[src/rtl/bmem_line_arbiter.sv]
// Shares one 64-bit burst memory port between the icache and dcache, one whole-line burst at a time.
// Optional build macro BMEM_ARB_RR_EN: round-robin read arbitration between the caches.
module bmem_line_arbiter #(
  parameter int LINE_BEATS  = 4,
  parameter int OFFSET_BITS = 5
) (
  input  logic                     clk,
  input  logic                     rst,
  // icache side
  input  logic [31:0]              i_addr,
  input  logic                     i_read,
  output logic [64*LINE_BEATS-1:0] i_rdata,
  output logic                     i_resp,
  // dcache side
  input  logic [31:0]              d_addr,
  input  logic                     d_read,
  input  logic                     d_write,
  input  logic [64*LINE_BEATS-1:0] d_wdata,
  output logic [64*LINE_BEATS-1:0] d_rdata,
  output logic                     d_resp,
  // burst memory side
  output logic [31:0]              bmem_addr,
  output logic                     bmem_read,
  output logic                     bmem_write,
  output logic [63:0]              bmem_wdata,
  input  logic                     bmem_ready,
  input  logic [31:0]              bmem_raddr,
  input  logic [63:0]              bmem_rdata,
  input  logic                     bmem_rvalid
);

  localparam int LINE_W = 64 * LINE_BEATS;
  localparam int BEAT_W = (LINE_BEATS > 1) ? $clog2(LINE_BEATS) : 1;
  localparam logic [31:0]       ADDR_MASK = ~((32'd1 << OFFSET_BITS) - 32'd1);
  localparam logic [BEAT_W-1:0] LAST_BEAT = BEAT_W'(LINE_BEATS - 1);

  typedef enum logic [2:0] {IDLE, RD_CMD, RD_DATA, WR_DATA, RESP} state_e;
  typedef enum logic {OWN_I = 1'b0, OWN_D = 1'b1} owner_e;
  typedef enum logic [1:0] {GNT_NONE, GNT_WR, GNT_D_RD, GNT_I_RD} grant_e;

  state_e              state_q, state_d;
  owner_e              owner_q, owner_d;
  logic [BEAT_W-1:0]   beat_q, beat_d;
  logic [31:0]         addr_q, addr_d;
  logic [LINE_W-1:0]   wline_q, wline_d;
  logic [LINE_W-1:0]   i_line_q, i_line_d;
  logic [LINE_W-1:0]   d_line_q, d_line_d;
  logic [BEAT_W+5:0]   beat_lsb;
  logic                beat_accept;
  grant_e              grant;

`ifdef BMEM_ARB_RR_EN
  owner_e              last_grant_q, last_grant_d;
`endif

  assign beat_lsb    = {beat_q, 6'b0};
  assign beat_accept = (state_q == RD_DATA) && bmem_rvalid && (bmem_raddr == addr_q);

  // Only meaningful while IDLE; a write beats any read, even an illegal d_read+d_write pair.
  always_comb begin
    grant = GNT_NONE;
    if (d_write)                 grant = GNT_WR;
`ifdef BMEM_ARB_RR_EN
    else if (d_read && i_read)   grant = (last_grant_q == OWN_D) ? GNT_I_RD : GNT_D_RD;
`endif
    else if (d_read)             grant = GNT_D_RD;
    else if (i_read)             grant = GNT_I_RD;
  end

`ifdef BMEM_ARB_RR_EN
  always_comb begin
    last_grant_d = last_grant_q;
    if (state_q == IDLE) begin
      if (grant == GNT_D_RD)      last_grant_d = OWN_D;
      else if (grant == GNT_I_RD) last_grant_d = OWN_I;
    end
  end

  always_ff @(posedge clk) begin
    if (rst) last_grant_q <= OWN_I;
    else     last_grant_q <= last_grant_d;
  end
`endif

  always_comb begin
    // NOTE: every variable gets a hold default before the case, so no path can infer a latch.
    state_d  = state_q;
    owner_d  = owner_q;
    beat_d   = beat_q;
    addr_d   = addr_q;
    wline_d  = wline_q;
    i_line_d = i_line_q;
    d_line_d = d_line_q;

    unique case (state_q)
      IDLE: begin
        beat_d = '0;
        unique case (grant)
          GNT_WR: begin
            owner_d = OWN_D;
            addr_d  = d_addr & ADDR_MASK;
            wline_d = d_wdata;
            state_d = WR_DATA;
          end
          GNT_D_RD: begin
            owner_d = OWN_D;
            addr_d  = d_addr & ADDR_MASK;
            state_d = RD_CMD;
          end
          GNT_I_RD: begin
            owner_d = OWN_I;
            addr_d  = i_addr & ADDR_MASK;
            state_d = RD_CMD;
          end
          default: state_d = IDLE;
        endcase
      end

      RD_CMD: begin
        if (bmem_ready) begin
          beat_d  = '0;
          state_d = RD_DATA;
        end
      end

      // Beats tagged with another address belong to someone else and are dropped.
      RD_DATA: begin
        if (beat_accept) begin
          if (owner_q == OWN_D) d_line_d[beat_lsb +: 64] = bmem_rdata;
          else                  i_line_d[beat_lsb +: 64] = bmem_rdata;
          if (beat_q == LAST_BEAT) begin
            beat_d  = '0;
            state_d = RESP;
          end else begin
            beat_d  = beat_q + BEAT_W'(1);
          end
        end
      end

      WR_DATA: begin
        if (bmem_ready) begin
          if (beat_q == LAST_BEAT) begin
            beat_d  = '0;
            state_d = RESP;
          end else begin
            beat_d  = beat_q + BEAT_W'(1);
          end
        end
      end

      RESP:    state_d = IDLE;
      default: state_d = IDLE;
    endcase
  end

  // Line buffers are cleared on reset because they are directly visible on i_rdata/d_rdata.
  always_ff @(posedge clk) begin
    if (rst) begin
      // NOTE: sequential state uses non-blocking assignments so all flops update together.
      state_q  <= IDLE;
      owner_q  <= OWN_I;
      beat_q   <= '0;
      addr_q   <= '0;
      wline_q  <= '0;
      i_line_q <= '0;
      d_line_q <= '0;
    end else begin
      state_q  <= state_d;
      owner_q  <= owner_d;
      beat_q   <= beat_d;
      addr_q   <= addr_d;
      wline_q  <= wline_d;
      i_line_q <= i_line_d;
      d_line_q <= d_line_d;
    end
  end

  assign bmem_addr  = addr_q;
  assign bmem_read  = (state_q == RD_CMD);
  assign bmem_write = (state_q == WR_DATA);
  assign bmem_wdata = (state_q == WR_DATA) ? wline_q[beat_lsb +: 64] : 64'd0;
  assign i_resp     = (state_q == RESP) && (owner_q == OWN_I);
  assign d_resp     = (state_q == RESP) && (owner_q == OWN_D);
  assign i_rdata    = i_line_q;
  assign d_rdata    = d_line_q;

endmodule

[config.mk]
export PLATFORM = sky130hd
export DESIGN_NAME = bmem_line_arbiter
export DESIGN_NICKNAME = d
export VERILOG_FILES = /design/src/rtl/bmem_line_arbiter.sv
export SDC_FILE = /design/constraint.sdc
export NUM_CORES = 1
export LEC_CHECK = 0
export ABC_AREA = 1
export BUFFER_PORTS_ARGS = -buffer_cell sky130_fd_sc_hd__buf_2
export CAP_MARGIN = 20
export CORE_AREA = 10 10 395 397
export CTS_CLUSTER_DIAMETER = 60
export DETAILED_ROUTE_END_ITERATION = 12
export DIE_AREA = 0 0 405 407
export PLACE_DENSITY_LB_ADDON = 0.3
export REMOVE_ABC_BUFFERS = 1
export SETUP_SLACK_MARGIN = 0.5
export SYNTH_ARGS = -nofsm -noshare
export SYNTH_HDL_FRONTEND = slang
export SYNTH_SLANG_ARGS = --single-unit
[constraint.sdc]
create_clock -name clk -period 3.18 [get_ports clk]
set_input_delay 0.318 -clock clk [delete_from_list [all_inputs] [get_ports clk]]
set_output_delay 0.318 -clock clk [all_outputs]
set_load 0.005 [all_outputs]
After elaboration in Yosys (flattened, before gate mapping). Cells that the tools add are included. Widths: inputs -> output; s select.

Logic and storage cells: 59. Bits in registers: 806.

Reductions and logical operators: 15. Eq/ne operators: 12. Shift-type cells: 3. Bitwise logic cells: 1. Muxes and demuxes: 19. Add/subtract/negate cells: 2.

Operators with widths (number): $bwmux 256 (2); $shift 64x10->256 const A (1); $shiftx 256x9->64 (1); $shiftx 64x10->256 (1); $mux 64 (1); $pmux 32 s2 (1); $eq 32x32->1 (1); $mux 2 (7); $mux 3 (4); $pmux 3 s4 (1); $neg 8->10 (1); $reduce_and 3->1 (3); $pmux 2 s4 (1); $eq 2x2->1 const B (3); $eq 3x2->1 const B (2); $logic_and 1x1->1 (4); $ne 2x1->1 const B (2); $pmux 2 s2 (1); $reduce_and 2->1 (2); $reduce_and 4->1 (1); $reduce_bool 4->1 (1); $reduce_or 2->1 (2); $eq 3x1->1 const B (1); $eq 3x3->1 const B (1); other kinds (7) (7).

Longest topological paths before layout. Gate-level depths: netlist (run 1).

Depth after elaboration: 7. Gate-level depth with buffers: 16.

Least setup slack after synthesis (run 1). Ideal clock, no wire load.

Path kind: register to register. Start: register beat_q[0]. End: register d_line_q[222], in the netlist d_rdata[222]. Slack: 478 ps. Clock period less this slack: 2702 ps. Stages on the path, launching flop included: 14. Setup time: 113 ps. Data arrival time: 2589 ps. Cells stage by stage: dfxtp_1 buf_2 inv_2 clkbuf_1 clkbuf_1 ha_1 clkbuf_1 nor2_1 inv_2 clkbuf_1 clkbuf_1 nor3_1 nor2_1 nor2_1.

Word-level cells in the longest chain between the ends: 3. Elaborated cells between the ends (all ways): 4. Those cells by class: add/sub: 1; shift: 2; mux: 1.

RTL lines: from (decl) (line 43) `logic [BEAT_W-1:0] beat_q, beat_d;`; from (signal assigned) (line 170) `beat_q <= beat_d;`; $neg 8->10 * (line 129) `if (owner_q == OWN_D) d_line_d[beat_lsb +: 64] = bmem_rdata;`; $shiftx 64x10->256 or $shift 64x10->256 (tied branches) (line 129); $bwmux 256 * (line 129); to (signal assigned) (line 174) `d_line_q <= d_line_d;`; to (decl) (line 47) `logic [LINE_W-1:0] d_line_q, d_line_d;`.

Every way passes the cells marked *; elsewhere a longest branch is shown, timed or not. A chain may end at the register's enable or synchronous reset.

Worst setup path after layout (run 1).
Start: register beat_q[0]. End: output port bmem_wdata[27].

Word-level cells in the longest chain between the ends: 2.

RTL lines: $shiftx 256x9->64 (line 181) `assign bmem_wdata = (state_q == WR_DATA) ? wline_q[beat_lsb +: 64] : 64'd0;`; $mux 64 (line 181); to (decl) (line 25) `output logic [63:0] bmem_wdata,`.

Every way passes these cells.

==> metrics.cfg, run 1 <==
[clock_tree]
clk_path_buf_depth = 3
cts_tree = built
htree_levels = 3
cts_buffers = 108
clkTransAtPathRegs_ns = 0.06
ctsRootBufferMaster = clkbuf_16
clkLatencyLatePin_ns = 0.72
cts_sinks = 801

[placement]
postPlaceCellArea_sq_um = 43400
post-place-ws_ns = 0.511
io_buffers = 1019
hpwl_um = 130000
gp_congestion = 0.906

[synth]
synthArstFlopShare_pct = 0
synth_ff_type = dfxtp_1
synth_edf_count = 0
yosysTopAreaCell = dfxtp_1
yosys-top-cells-area = dfxtp_1, nand2_1, inv_1, a21oi_1, nor2_1
avgSynthCellArea_sq_um = 6.53
yosysSeqAreaShare_pct = 44.4
synth_warnings = 0
syn_area_sq_um = 36100
synth_top_area_share_pct = 44.4
syn-instance-count = 5538
ys_types = 26
ys_seq_elements = 801

[finish]
final_cell_mix = nand2_1, buf_2, inv_1, dfxtp_1, nor2_1
nets = 7156
drive_above_1_share_pct = 20.1
layout_commonest_cell = nand2_1
fin_area_sq_um = 51000
area_growth_pct = 41.2
utilization_pct = 34.6

[power]
p_clk_share_pct = 36.1
p_leak_uw = 0.0250
swShare_pct = 38.5
p_sw_uw = 13500
pwr-share-comb_pct = 30.9
cell_internal_pwr_uw = 21500
pwr_density_cell_nw_per_um2 = 686
seqPwrFrac_pct = 33.0
peakVddDrop_v = 0.00142

[worst_setup_path]
worstPathCellList = buf_16 > o21ai_0 > a21oi_1 > buf_2
critical_path_arrival_ns = 2.32
crit_required_ns = 2.86
worst_setup_path_end_kind = output pin
r2r_start = bmem_addr[10]
crit_path_max_fanout = 69
cp-startpoint = beat_q[0]
crit_path_start_kind = flip-flop
cp_slowest_cell = o21ai_0
path_class = reg -> out
cp_slowest_stage_delay_ns = 0.58

[sta]
rsz0062_at_grt = yes
slew_headroom_pct = 26.4
skew_ns = 0.0438
drv_slew = 0
setup_viol = 0
layout_min_cycle_time_ns = 2.63
tightest_slew_ns = 1.10
hold_viol_final = 0
worst_slack_ns = 0.547
period_share_pct = 82.8
max_freq_mhz = 380

[grt]
antenna_found_initial = 20
grt_pass1_vias = 38500
track_usage_pct = 21.8
grt_pass1_wl_um = 268000
grt_max_degree = 142
grt_overflow = 0

[die]
die_w_um = 405
chipHeight_um = 407
die_area_sq_um = 165000
coreArea_sq_um = 147000
num_rows = 141
start_util_pct = 24.5
io_pins = 1035

[routing]
ant_nets = 0
drc_errors = 0
via_count = 40100
wl_per_cell_um = 21.8
firstDrtPassIters = 6
initialDrtViolationCount = 3217
via_per_inst = 4.58
wirelength_um = 191000

[min_path]
worstHoldStart = d_wdata[61]
hold_path.class = in -> reg

[status]
status = complete, no violations

[job]
maxCapViolCount = 0

## cells by family after synthesis
group,after synthesis,share of synthesized area (%)
other,1,0.0104
DFF,801,44.4
and+or+nand+nor,2328,26.6
AOI/OAI and AO/OA,1021,14.2
adders and majority gates,5,0.173
buffers and inverters,1381,14.6
xor gates and xnor gates,1,0.0242
## final cells by class
class                   instances  area [sq um]
diodes                          7          17.5
clock buffers                 155          3170
clock inverters                47           567
fillers                     15900         96400
inverters                     974          3690
multi-input cells            3361         15100
flip-flops and latches        801         16000
well taps                    1930          2410
repair buffers               1482         10000
## through the flow
stage          std cells  hold slack, ns  total power (uW)  setup TNS, ns
2_1_floorplan       5135           0.387             15800       -5152.14
3_3_place_gp        8188           0.428             21300              0
3_5_place_dp        8188           0.431             21300              0
4_1_cts             8744         0.00183             35200              0
5_1_grt             8753          0.0328             36700              0
6_report            8757          0.0473             35000              0
## final timing paths
check,slack [ns],cells after the start,end
setup / recovery,0.55,4,bmem_wdata[27]
hold / removal,0.05,3,wline_q[61]
setup reg to reg,0.69,14,d_rdata[12]
hold reg to reg,0.44,2,wline_q[35]
## Yosys cell counts (2+ instances only)
cell type,instances
nand2_1,1087
inv_1,965
dfxtp_1,801
nor2_1,759
a21oi_1,581
o21ai_0,413
clkbuf_1,308
nand3_1,221
nand4_1,169
nor3_1,83
buf_2,53
buf_1,38
a31oi_1,27
inv_2,8
buf_4,7
ha_1,5
nand3_2,3
nand3_4,2
## worst max-delay path: cells and delay by family (launching register included)
kind                   cells  cell delay [ns]
AOI/OAI and AO/OA          2             0.73
buffers and inverters      2             0.36
DFF                        1             0.37
## sequential cells by signal, indices dropped and copies added (netlist names)
register and cells:
beat_q 2, bmem_addr 27, d_rdata 256, i_rdata 256
owner_q 1, state_q 3, wline_q 256
## per-layer routing
metal	track usage, %	vias up	wire length [um]
met5	0	-	57
met1	27.1	18600	79700
li1	-	19600	-
met2	36.4	1627	89400
met3	5.32	297	15400
met4	8.01	8	6440
## power groups by stage
stage	combinational, uW	clock, uW	sequential, uW
CTS	10700	12900	11500
finish	10800	12600	11600
detailed placement	9580	0	11700
floorplan	4320	0	11500
global placement	9540	0	11700
global route	11700	13300	11600
## repair_timing
item | CTS | global route
hold buffers | 346 | 0
resized for setup | 31 | 21
cloned | 5 | 3
endpoints found under the setup margin | 66 | 247
pin swaps | 3 | 6
hold endpoints to repair | 434 | 0
setup buffers | 3 | 3
(Power assumes the default switching activity.)
==> run 2: changes to the inputs <==
==> constraint.sdc (replaced) <==
create_clock -name clk -period 2.3 [get_ports clk]
set_input_delay 0.23 -clock clk [delete_from_list [all_inputs] [get_ports clk]]
set_output_delay 0.23 -clock clk [all_outputs]
set_load 0.005 [all_outputs]
==> run 2 against run 1 <==
Compared with the run above:
- the run now ends with negative setup slack left
- via count increased by 5.3%
- worst setup slack worse by 0.73 ns
- non-clock buffer count is 292 higher
- die area unchanged
- first-iteration DRC count rose by 9.0%
- clock power is 37% higher
- global-route usage is 2.2 points higher
- worst hold slack better by 0.052 ns
- wire length increased by 10%
- critical endpoint is now bmem_wdata[34]
==> metrics.cfg, run 2 (synthesis gave the netlist of run 1 again) <==
[sta]
rsz0062_at_grt = yes
worst_slack_ns = -0.184
tightest_slew_ns = 0.864
drv_slew = 0
layout_min_cycle_time_ns = 2.48
skew_ns = 0.0440
slew_headroom_pct = 42.4
hold_viol_final = 0
period_share_pct = 108
max_freq_mhz = 403
tns_ns = -8.21
holdWs_ns = 0.0993
setup_viol = 131

[die]
io_pins = 1035
die_area_sq_um = 165000
start_util_pct = 24.5
coreArea_sq_um = 147000
chipHeight_um = 407
die_w_um = 405
num_rows = 141

[power]
pwr-share-comb_pct = 39.8
p_leak_uw = 0.0276
pwr_density_cell_nw_per_um2 = 966
p_sw_uw = 21500
seqPwrFrac_pct = 28.9
p_clk_share_pct = 31.3
swShare_pct = 38.7
cell_internal_pwr_uw = 34000
peakVddDrop_v = 0.000751

[grt]
grt_max_degree = 131
grt_pass1_vias = 40900
antenna_found_initial = 21
grt_pass1_wl_um = 292000
grt_overflow = 0
track_usage_pct = 24.0

[finish]
utilization_pct = 38.9
fin_cells = 9040
nets = 7447
drive_above_1_share_pct = 27.6
final_cell_mix = nand2_1, buf_2, inv_1, dfxtp_1, nor2_1
area_growth_pct = 58.7
layout_commonest_cell = nand2_1

[routing]
via_per_inst = 4.67
wirelength_um = 210000
firstDrtPassIters = 6
ant_nets = 0
initialDrtViolationCount = 3506
wl_per_cell_um = 23.2
drc_errors = 0
via_count = 42200

[clock_tree]
cts_sinks = 801
htree_levels = 3
clkLatencyLatePin_ns = 0.75
clk_path_buf_depth = 3
cts_tree = built
ctsRootBufferMaster = clkbuf_16
clkTransAtPathRegs_ns = 0.06
cts_buffers = 108

[worst_setup_path]
crit_path_start_kind = flip-flop
critical_path_arrival_ns = 2.25
worst_setup_path_end_kind = output pin
path_class = reg -> out
crit_path_max_fanout = 43
reg2reg_slack_ns = -0.09
crit_required_ns = 2.07

[min_path]
hold_path.class = in -> reg

[status]
status = finished, violations left
violations = negative setup slack

[placement]
hpwl_um = 138000
io_buffers = 1019
dp.cells = 8297
gp_congestion = 0.922

[job]
maxCapViolCount = 0

==> run 2: cell types whose count changed in the layout (fill, tap and decap cells not counted), sizes merged <==
cell,previous run,this run
bufbuf,2,23
dlygate4sd3,346,367
bufinv,5,6
nor2,762,761
clkbuf,157,151
clkinv,24,25
buf,1132,1376
inv,991,987
clkinvlp,1,7
==> run 2: final cells by class <==
type / count / area, sq um
Timing Repair Buffer: 1774 / 14900
Fill cell: 15300 / 90100
Inverter: 974 / 3710
Clock buffer: 143 / 3030
Clock inverter: 51 / 627
Multi-Input combinational cell: 3360 / 16500
Tap cell: 1930 / 2410
Antenna cell: 7 / 17.5
Sequential cell: 801 / 16100
==> run 2: routing by layer <==
metal	wire (um)	track usage (%)	vias up	share of wire, %
met5	69	0	-	0.033
met4	8230	9.06	10	3.9
met3	17400	5.83	350	8.3
met2	100000	41.3	1789	48
met1	84100	28.8	19900	40
li1	-	-	20200	-
==> run 2: worst paths after layout <==
| kind | from | end | depth (start not counted) |
|---|---|---|---|
| worst max-delay path | beat_q[0] | bmem_wdata[34] | 6 |
| worst min-delay path | bmem_rdata[34] | d_rdata[162] | 5 |
| worst max register to register | beat_q[0] | i_rdata[59] | 13 |
| worst min register to register | wline_q[224] | wline_q[224] | 2 |
==> run 2: power groups by stage <==
stage | clock network [uW] | registers (uW) | logic [uW]
floorplan | 0 | 15700 | 5500
global placement | 0 | 16200 | 14600
detailed placement | 0 | 16200 | 14700
CTS | 17700 | 16000 | 21400
global route | 18200 | 16200 | 23400
finish | 17300 | 16000 | 22000
==> run 2: repair_timing <==
action | 4_1_cts | 5_1_grt
setup buffers | 95 | 12
endpoints found under the hold margin | 640 | 0
endpoints found under the setup margin | 791 | 745
cloned | 59 | 9
hold buffers | 367 | 0
gates resized for setup | 565 | 134
pin swaps | 100 | 45
==> run 2: critical path, stage by stage (launching register included) <==
cell,delay (ns)
dfxtp_4,0.37
buf_16,0.18
a21oi_1,0.21
o21ai_1,0.12
buf_4,0.19
a21oi_2,0.19
buf_2,0.16
==> run 2: metrics by stage <==
stage	setup WS [ns]	total power, uW	area (sq um)
after floorplan	-7.87	21200	34500
after global placement	-0.108	30800	44700
after detailed placement	-0.140	30900	44700
after CTS	-0.273	55100	56600
after global routing	-0.278	57800	57400
final	-0.184	55400	57400
